==> config.mk <==
export PLATFORM = sky130hd
export DESIGN_NAME = keypad_encoder_db
export DESIGN_NICKNAME = d
export VERILOG_FILES = /design/src/rtl/keypad_encoder_db.sv
export SDC_FILE = /design/constraint.sdc
export NUM_CORES = 1
export LEC_CHECK = 0
export BUFFER_PORTS_ARGS = -buffer_cell sky130_fd_sc_hd__buf_2
export CORE_AREA = 2 2 68 70
export DETAILED_ROUTE_END_ITERATION = 10
export DIE_AREA = 0 0 70 72
export GPL_TIMING_DRIVEN = 0
export PLACE_DENSITY = 0.84
export SLEW_MARGIN = 5
export SYNTH_ARGS = -nofsm -noshare
export SYNTH_HDL_FRONTEND = slang
export SYNTH_SLANG_ARGS = --single-unit
==> constraint.sdc <==
create_clock -name clk -period 2.5 [get_ports clk]
set_clock_uncertainty 0.2 [all_clocks]
set_input_delay 0.25 -clock clk [delete_from_list [all_inputs] [get_ports clk]]
set_output_delay 0.25 -clock clk [all_outputs]
set_load 0.01 [all_outputs]
==> src/rtl/keypad_encoder_db.sv <==
// Keypad encoder with debounce: synchronises one-hot raw key lines, debounces
// a single pressed key, latches its binary index on D and signals each newly
// accepted code with a loadn/pgt strobe pair. Optional auto-repeat while held.
//
// state    | meaning
// ---------+-------------------------------------------------------------
// IDLE     | no key seen, waiting for a one-hot ks
// DEBOUNCE | candidate key captured, counting consecutive stable cycles
// HELD     | key accepted and still held, optional auto-repeat running
// REL_DB   | waiting for DB_CYCLES consecutive all-released cycles
module keypad_encoder_db #(
   parameter int N_KEYS        = 10,
   parameter int DW            = 4,
   parameter int DB_CYCLES     = 4,
   parameter int REPEAT_CYCLES = 0
) (
   input  logic              clk,
   input  logic              rst,
   input  logic [N_KEYS-1:0] key,
   input  logic              enbn,
   output logic [DW-1:0]     D,
   output logic              loadn,
   output logic              pgt,
   output logic              err
);

   generate
      if (N_KEYS > (1 << DW)) begin : g_bad_dw
         $error("keypad_encoder_db: N_KEYS does not fit in DW bits");
      end
      if (N_KEYS < 2 || N_KEYS > 16) begin : g_bad_nkeys
         $error("keypad_encoder_db: N_KEYS out of range 2..16");
      end
      if (DB_CYCLES < 1 || DB_CYCLES > 255) begin : g_bad_db
         $error("keypad_encoder_db: DB_CYCLES out of range 1..255");
      end
      if (REPEAT_CYCLES < 0 || REPEAT_CYCLES > 65535) begin : g_bad_rep
         $error("keypad_encoder_db: REPEAT_CYCLES out of range 0..65535");
      end
   endgenerate

   // A repeat period of 1 would overlap loadn with the previous pgt, so the
   // shortest usable period is 2.
   localparam int                REP_EFF = (REPEAT_CYCLES == 1) ? 2 : REPEAT_CYCLES;
   localparam logic [7:0]        DB_L    = 8'(DB_CYCLES);
   localparam logic [15:0]       REP_L   = 16'(REP_EFF);
   localparam logic [N_KEYS-1:0] ONE     = N_KEYS'(1);

   typedef enum logic [1:0] {
      IDLE     = 2'd0,
      DEBOUNCE = 2'd1,
      HELD     = 2'd2,
      REL_DB   = 2'd3
   } state_t;

   state_t            st_q, st_nxt;
   logic [N_KEYS-1:0] s1_q, ks_q;
   logic [N_KEYS-1:0] cap_q, cap_nxt;
   logic [7:0]        cnt_q, cnt_nxt, cnt_inc;
   logic [15:0]       rep_q, rep_nxt, rep_inc;
   logic [DW-1:0]     d_q, d_nxt, ks_idx;
   logic              stb_q, pgt_q, err_q;
   logic              strobe, err_set;
   logic              ks_zero, ks_one, ks_multi;

   assign ks_zero  = (ks_q == '0);
   assign ks_one   = !ks_zero && ((ks_q & (ks_q - ONE)) == '0);
   assign ks_multi = !ks_zero && !ks_one;

   assign cnt_inc = (cnt_q == 8'hFF)    ? cnt_q : cnt_q + 8'd1;
   assign rep_inc = (rep_q == 16'hFFFF) ? rep_q : rep_q + 16'd1;

   // Binary index of the synchronised key (meaningful only when one-hot).
   always_comb begin
      ks_idx = '0;
      for (int i = 0; i < N_KEYS; i++) begin
         if (ks_q[i]) ks_idx = DW'(i);
      end
   end

   // Next-state, counter and strobe decisions.
   always_comb begin
      st_nxt  = st_q;
      cnt_nxt = cnt_q;
      rep_nxt = rep_q;
      cap_nxt = cap_q;
      d_nxt   = d_q;
      strobe  = 1'b0;
      err_set = 1'b0;
      if (enbn) begin
         st_nxt  = IDLE;
         cnt_nxt = '0;
         rep_nxt = '0;
      end else begin
         unique case (st_q)
            IDLE, DEBOUNCE: begin
               if (ks_multi) begin
                  err_set = 1'b1;
                  st_nxt  = REL_DB;
                  cnt_nxt = '0;
               end else if (ks_zero) begin
                  st_nxt  = IDLE;
                  cnt_nxt = '0;
               end else begin
                  st_nxt = DEBOUNCE;
                  if (st_q == DEBOUNCE && ks_q == cap_q) begin
                     cnt_nxt = cnt_inc;
                  end else begin
                     cap_nxt = ks_q;
                     cnt_nxt = 8'd1;
                  end
                  if (cnt_nxt == DB_L) begin
                     strobe  = 1'b1;
                     d_nxt   = ks_idx;
                     st_nxt  = HELD;
                     cnt_nxt = '0;
                     rep_nxt = '0;
                  end
               end
            end
            HELD: begin
               if (ks_q != cap_q) begin
                  st_nxt  = REL_DB;
                  cnt_nxt = '0;
                  rep_nxt = '0;
               end else if (REPEAT_CYCLES > 0) begin
                  rep_nxt = rep_inc;
                  if (rep_inc == REP_L) begin
                     strobe  = 1'b1;
                     rep_nxt = '0;
                  end
               end
            end
            REL_DB: begin
               if (ks_zero) begin
                  cnt_nxt = cnt_inc;
                  if (cnt_inc == DB_L) begin
                     st_nxt  = IDLE;
                     cnt_nxt = '0;
                  end
               end else begin
                  cnt_nxt = '0;
               end
            end
            default: st_nxt = IDLE;
         endcase
      end
   end

   // Synchroniser, FSM state, counters and registered strobes.
   always_ff @(posedge clk) begin
      if (rst) begin
         s1_q  <= '0;
         ks_q  <= '0;
         st_q  <= IDLE;
         cnt_q <= '0;
         rep_q <= '0;
         cap_q <= '0;
         d_q   <= '0;
         stb_q <= 1'b0;
         pgt_q <= 1'b0;
         err_q <= 1'b0;
      end else begin
         s1_q  <= key;
         ks_q  <= s1_q;
         st_q  <= st_nxt;
         cnt_q <= cnt_nxt;
         rep_q <= rep_nxt;
         cap_q <= cap_nxt;
         d_q   <= d_nxt;
         stb_q <= strobe;
         pgt_q <= stb_q;
         err_q <= err_set;
      end
   end

   // Disable masks all strobes immediately, not just from the next edge.
   assign D     = d_q;
   assign loadn = ~stb_q | enbn;
   assign pgt   = pgt_q & ~enbn;
   assign err   = err_q & ~enbn;

endmodule
==> summary.txt <==
================================================================================
Run status                                                          finished with violations
Violations in the final reports                                     negative setup slack
TritonCTS clock tree                                                        done
Power Density                                                         574 mW/mm2
Signal arrival time at the worst endpoint                                2.84 ns
Post-route minimum period                                                2.80 ns
Worst slack at placement                                               -0.392 ns
Area growth syn-to-layout                                                  36.5%
Antenna cell count                                                             0
Smallest hold slack                                                     0.142 ns
Initial drt markers                                                          141
CTS Root Cell                                                       sky130_fd_sc_hd__clkbuf_8
Routed wire per std cell                                                 17.1 um
Aggregate routed wire length                                             6.13 mm
Total placed cells including tap cells                                       322
Required time of the worst setup path                                    2.54 ns
Number of violations of the max-capacitance limit                              0
Post-synth ARST share                                                         0%
Starting density of the core                                               51.3%
Final standard cell count with taps included and fillers excluded            359
Die H                                                                      72 um
Routed Antenna Nets                                                            0
Via density                                                                 5.98
Combined area of all synthesized cells                               0.00219 mm2
Synthesized instance count                                                   252
Largest delay share family, worst path                              simple AND/OR/NAND/NOR gates
Tightest Hold Check Type                                            input port to flop
Number of placed I/O pins                                                     20
Antenna violations before repair                                               0
Area of the placeable core                                           0.00426 mm2
#FFs+latches synth                                                            47
Number of remaining DRC errors                                                 0
Number of buffers added on ports                                              18
DIE WIDTH                                                                  70 um
Final worst path period share                                               112%
Layout cell share with drive strength beyond 1                             32.2%
Global-route usage over all layers                                         22.1%
Setup repair after global routing missed its margin                          yes
Startpoint kind of the worst setup timing path                              flop
Maximum number of pins on one net before global-route repair                  16
Net count of the finished layout                                             320
Global route overflow                                                          0
Die area                                                             0.00504 mm2
Global placer's final weighted congestion                                  0.893
Number of H-tree levels                                                        2
Clk slew on worst S/H paths                                              0.09 ns
Total vias in the final route                                               2147
Sink count of the clock tree                                                  47
Worst-Margin Slew                                                       0.866 ns
Post-synthesis cell type count                                                50
Leakage power                                                            1.17 nW
Post-synth EDFFs                                                               0
PnR Total Power                                                          1.71 mW
Fin. max-slew vios                                                             0
Largest voltage drop on the vdd net                                     0.657 mV
Final worst setup slack                                                -0.297 ns
Worst Path Class, Setup                                             flop to flop
# rows                                                                        24
Count of buffer and inverter cells on the critical path                        0
Vias in the first global route                                              1999
Critical path, cell by cell                                         xnor2_2, nand4_1, or4_4, or3_4, or3_4, or4_4, a21oi_2
Critical path capture point type                                            flop
Worst-path cell with the longest stage delay                        sky130_fd_sc_hd__or4_4
First-pass iteration count of the detailed router                              4
Post-Route Utilization                                                     70.1%
Highest attainable clock frequency                                       358 MHz
Sequential fraction of the synthesis area                                  43.0%
Buffer depth of the longest clock path                                         2
Average instance area after synthesis                                   8.68 um2
Worst-skew pair later-pin latency                                        0.31 ns
Post-DP HPWL                                                             3.37 mm
Most used DFF post-synth                                            sky130_fd_sc_hd__dfxtp_1
Maximum fanout along the worst path                                            4
Final setup violation count                                                   11
Number of buffers added by the clock tree synthesis step                       5
Number of hold-slack violations in the final timing report                     0
Slowest Stage Delay on Critical Path                                     0.50 ns
Max-slew headroom at the worst pin                                         41.6%
First-pass GRT wire length                                               8.89 mm
Warning count from the yosys run                                               0
Syn nets                                                                     266
================================================================================
[cell usage after synthesis (3+ instances only)]
cell / number / area share, %
sky130_fd_sc_hd__a21oi_1: 16 / 3.7
sky130_fd_sc_hd__o21ai_0: 9 / 2.1
sky130_fd_sc_hd__nor2b_1: 24 / 6.9
sky130_fd_sc_hd__dfxtp_1: 47 / 43
sky130_fd_sc_hd__xor2_1: 3 / 1.2
sky130_fd_sc_hd__and3_1: 4 / 1.1
sky130_fd_sc_hd__a211oi_1: 3 / 1.0
sky130_fd_sc_hd__mux2i_1: 10 / 4.6
sky130_fd_sc_hd__nand2_1: 17 / 2.9
sky130_fd_sc_hd__nor4_1: 4 / 1.1
sky130_fd_sc_hd__inv_1: 5 / 0.86
sky130_fd_sc_hd__xnor2_1: 5 / 2.0
sky130_fd_sc_hd__nand3_1: 9 / 2.1
sky130_fd_sc_hd__nand4_1: 5 / 1.4
sky130_fd_sc_hd__a31oi_1: 4 / 1.1
sky130_fd_sc_hd__nor2_1: 23 / 3.9
sky130_fd_sc_hd__buf_2: 3 / 0.69
sky130_fd_sc_hd__clkbuf_1: 9 / 1.5
sky130_fd_sc_hd__nor3_1: 10 / 2.3
[path summary, 6_finish.rpt]
kind	from	end	slack (ns)	cells past startpoint
worst max register to register	ks_q[0]$_SDFF_PP0_	D[2]$_SDFFE_PP0P_	-0.30	7
worst min-delay path	rst	s1_q[9]$_SDFF_PP0_	0.14	2
worst min register to register	s1_q[3]$_SDFF_PP0_	ks_q[3]$_SDFF_PP0_	0.24	1
worst max-delay path	ks_q[0]$_SDFF_PP0_	D[2]$_SDFFE_PP0P_	-0.30	7
[through the flow]
stage	instance area, um2	TNS, ns
after global routing	2990	-2.99
after detailed placement	2390	-4.27
after global placement	2390	-2.86
after CTS	2770	-0.598
final	2990	-1.76
after floorplan	2230	-0.0974
[cell families (layout without fill, tap and decap cells)]
group / count (synthesis) / in the layout / synth area share [%]
fa+ha+maj: 2 / 2 / 1.03
xor+xnor: 9 / 9 / 3.95
buf+inv: 19 / 74 / 3.77
flops: 47 / 47 / 43.0
compound gates: 51 / 51 / 15.0
simple gates: 114 / 114 / 28.7
mux: 10 / 10 / 4.57
[report_power, final]
group	internal [mW]	switching [mW]	leakage (nW)
Clock	0.399	0.275	0.0644
Sequential	0.770	0.0216	0.390
Combinational	0.123	0.127	0.711
[cell type report]
type | instances | area (um2)
multi-input cells | 186 | 1360
well taps | 52 | 65.1
repair buffers | 53 | 403
flip-flops and latches | 47 | 966
fillers | 294 | 1280
clock inverters | 3 | 67.6
inverters | 5 | 18.8
clock buffers | 5 | 68.8
plain buffers | 8 | 41.3
[routing by layer]
| layer | part of all wire [%] | global-route usage (%) |
|---|---|---|
| met5 | 0 | 0 |
| met3 | 6.7 | 5.42 |
| met1 | 38 | 23.9 |
| met4 | 3.0 | 8.33 |
| met2 | 52 | 41.8 |
[layout by cell type, fill, tap and decap left out, drive strengths merged, types with 4 or more instances in the layout]
master       instances
dfxtp               47
buf                 46
nor2b               24
nor2                23
nand2               17
a21oi               16
mux2i               10
dlygate4sd3         10
nor3                10
clkbuf              10
nand3                9
o21ai                9
xnor2                6
inv                  5
nand4                5
and3                 4
a31oi                4
nor4                 4
[repair_timing]
| item | CTS | global route |
|---|---|---|
| hold endpoints to repair | 10 | 0 |
| cloned | 0 | 1 |
| hold buffers | 10 | 0 |
| setup endpoints to repair | 24 | 24 |
| buffers inserted | 9 | 15 |
| resized for setup | 18 | 38 |
| pin swaps | 11 | 16 |
[state kept, by name, indices dropped and copies added (netlist names)]
signal and cells:
pgt_q 1, s1_q 10, err_q 1, D 4, stb_q 1, ks_q 10, cnt_q 8, cap_q 10
st_q 2
Power figures use the tool's default switching activity.
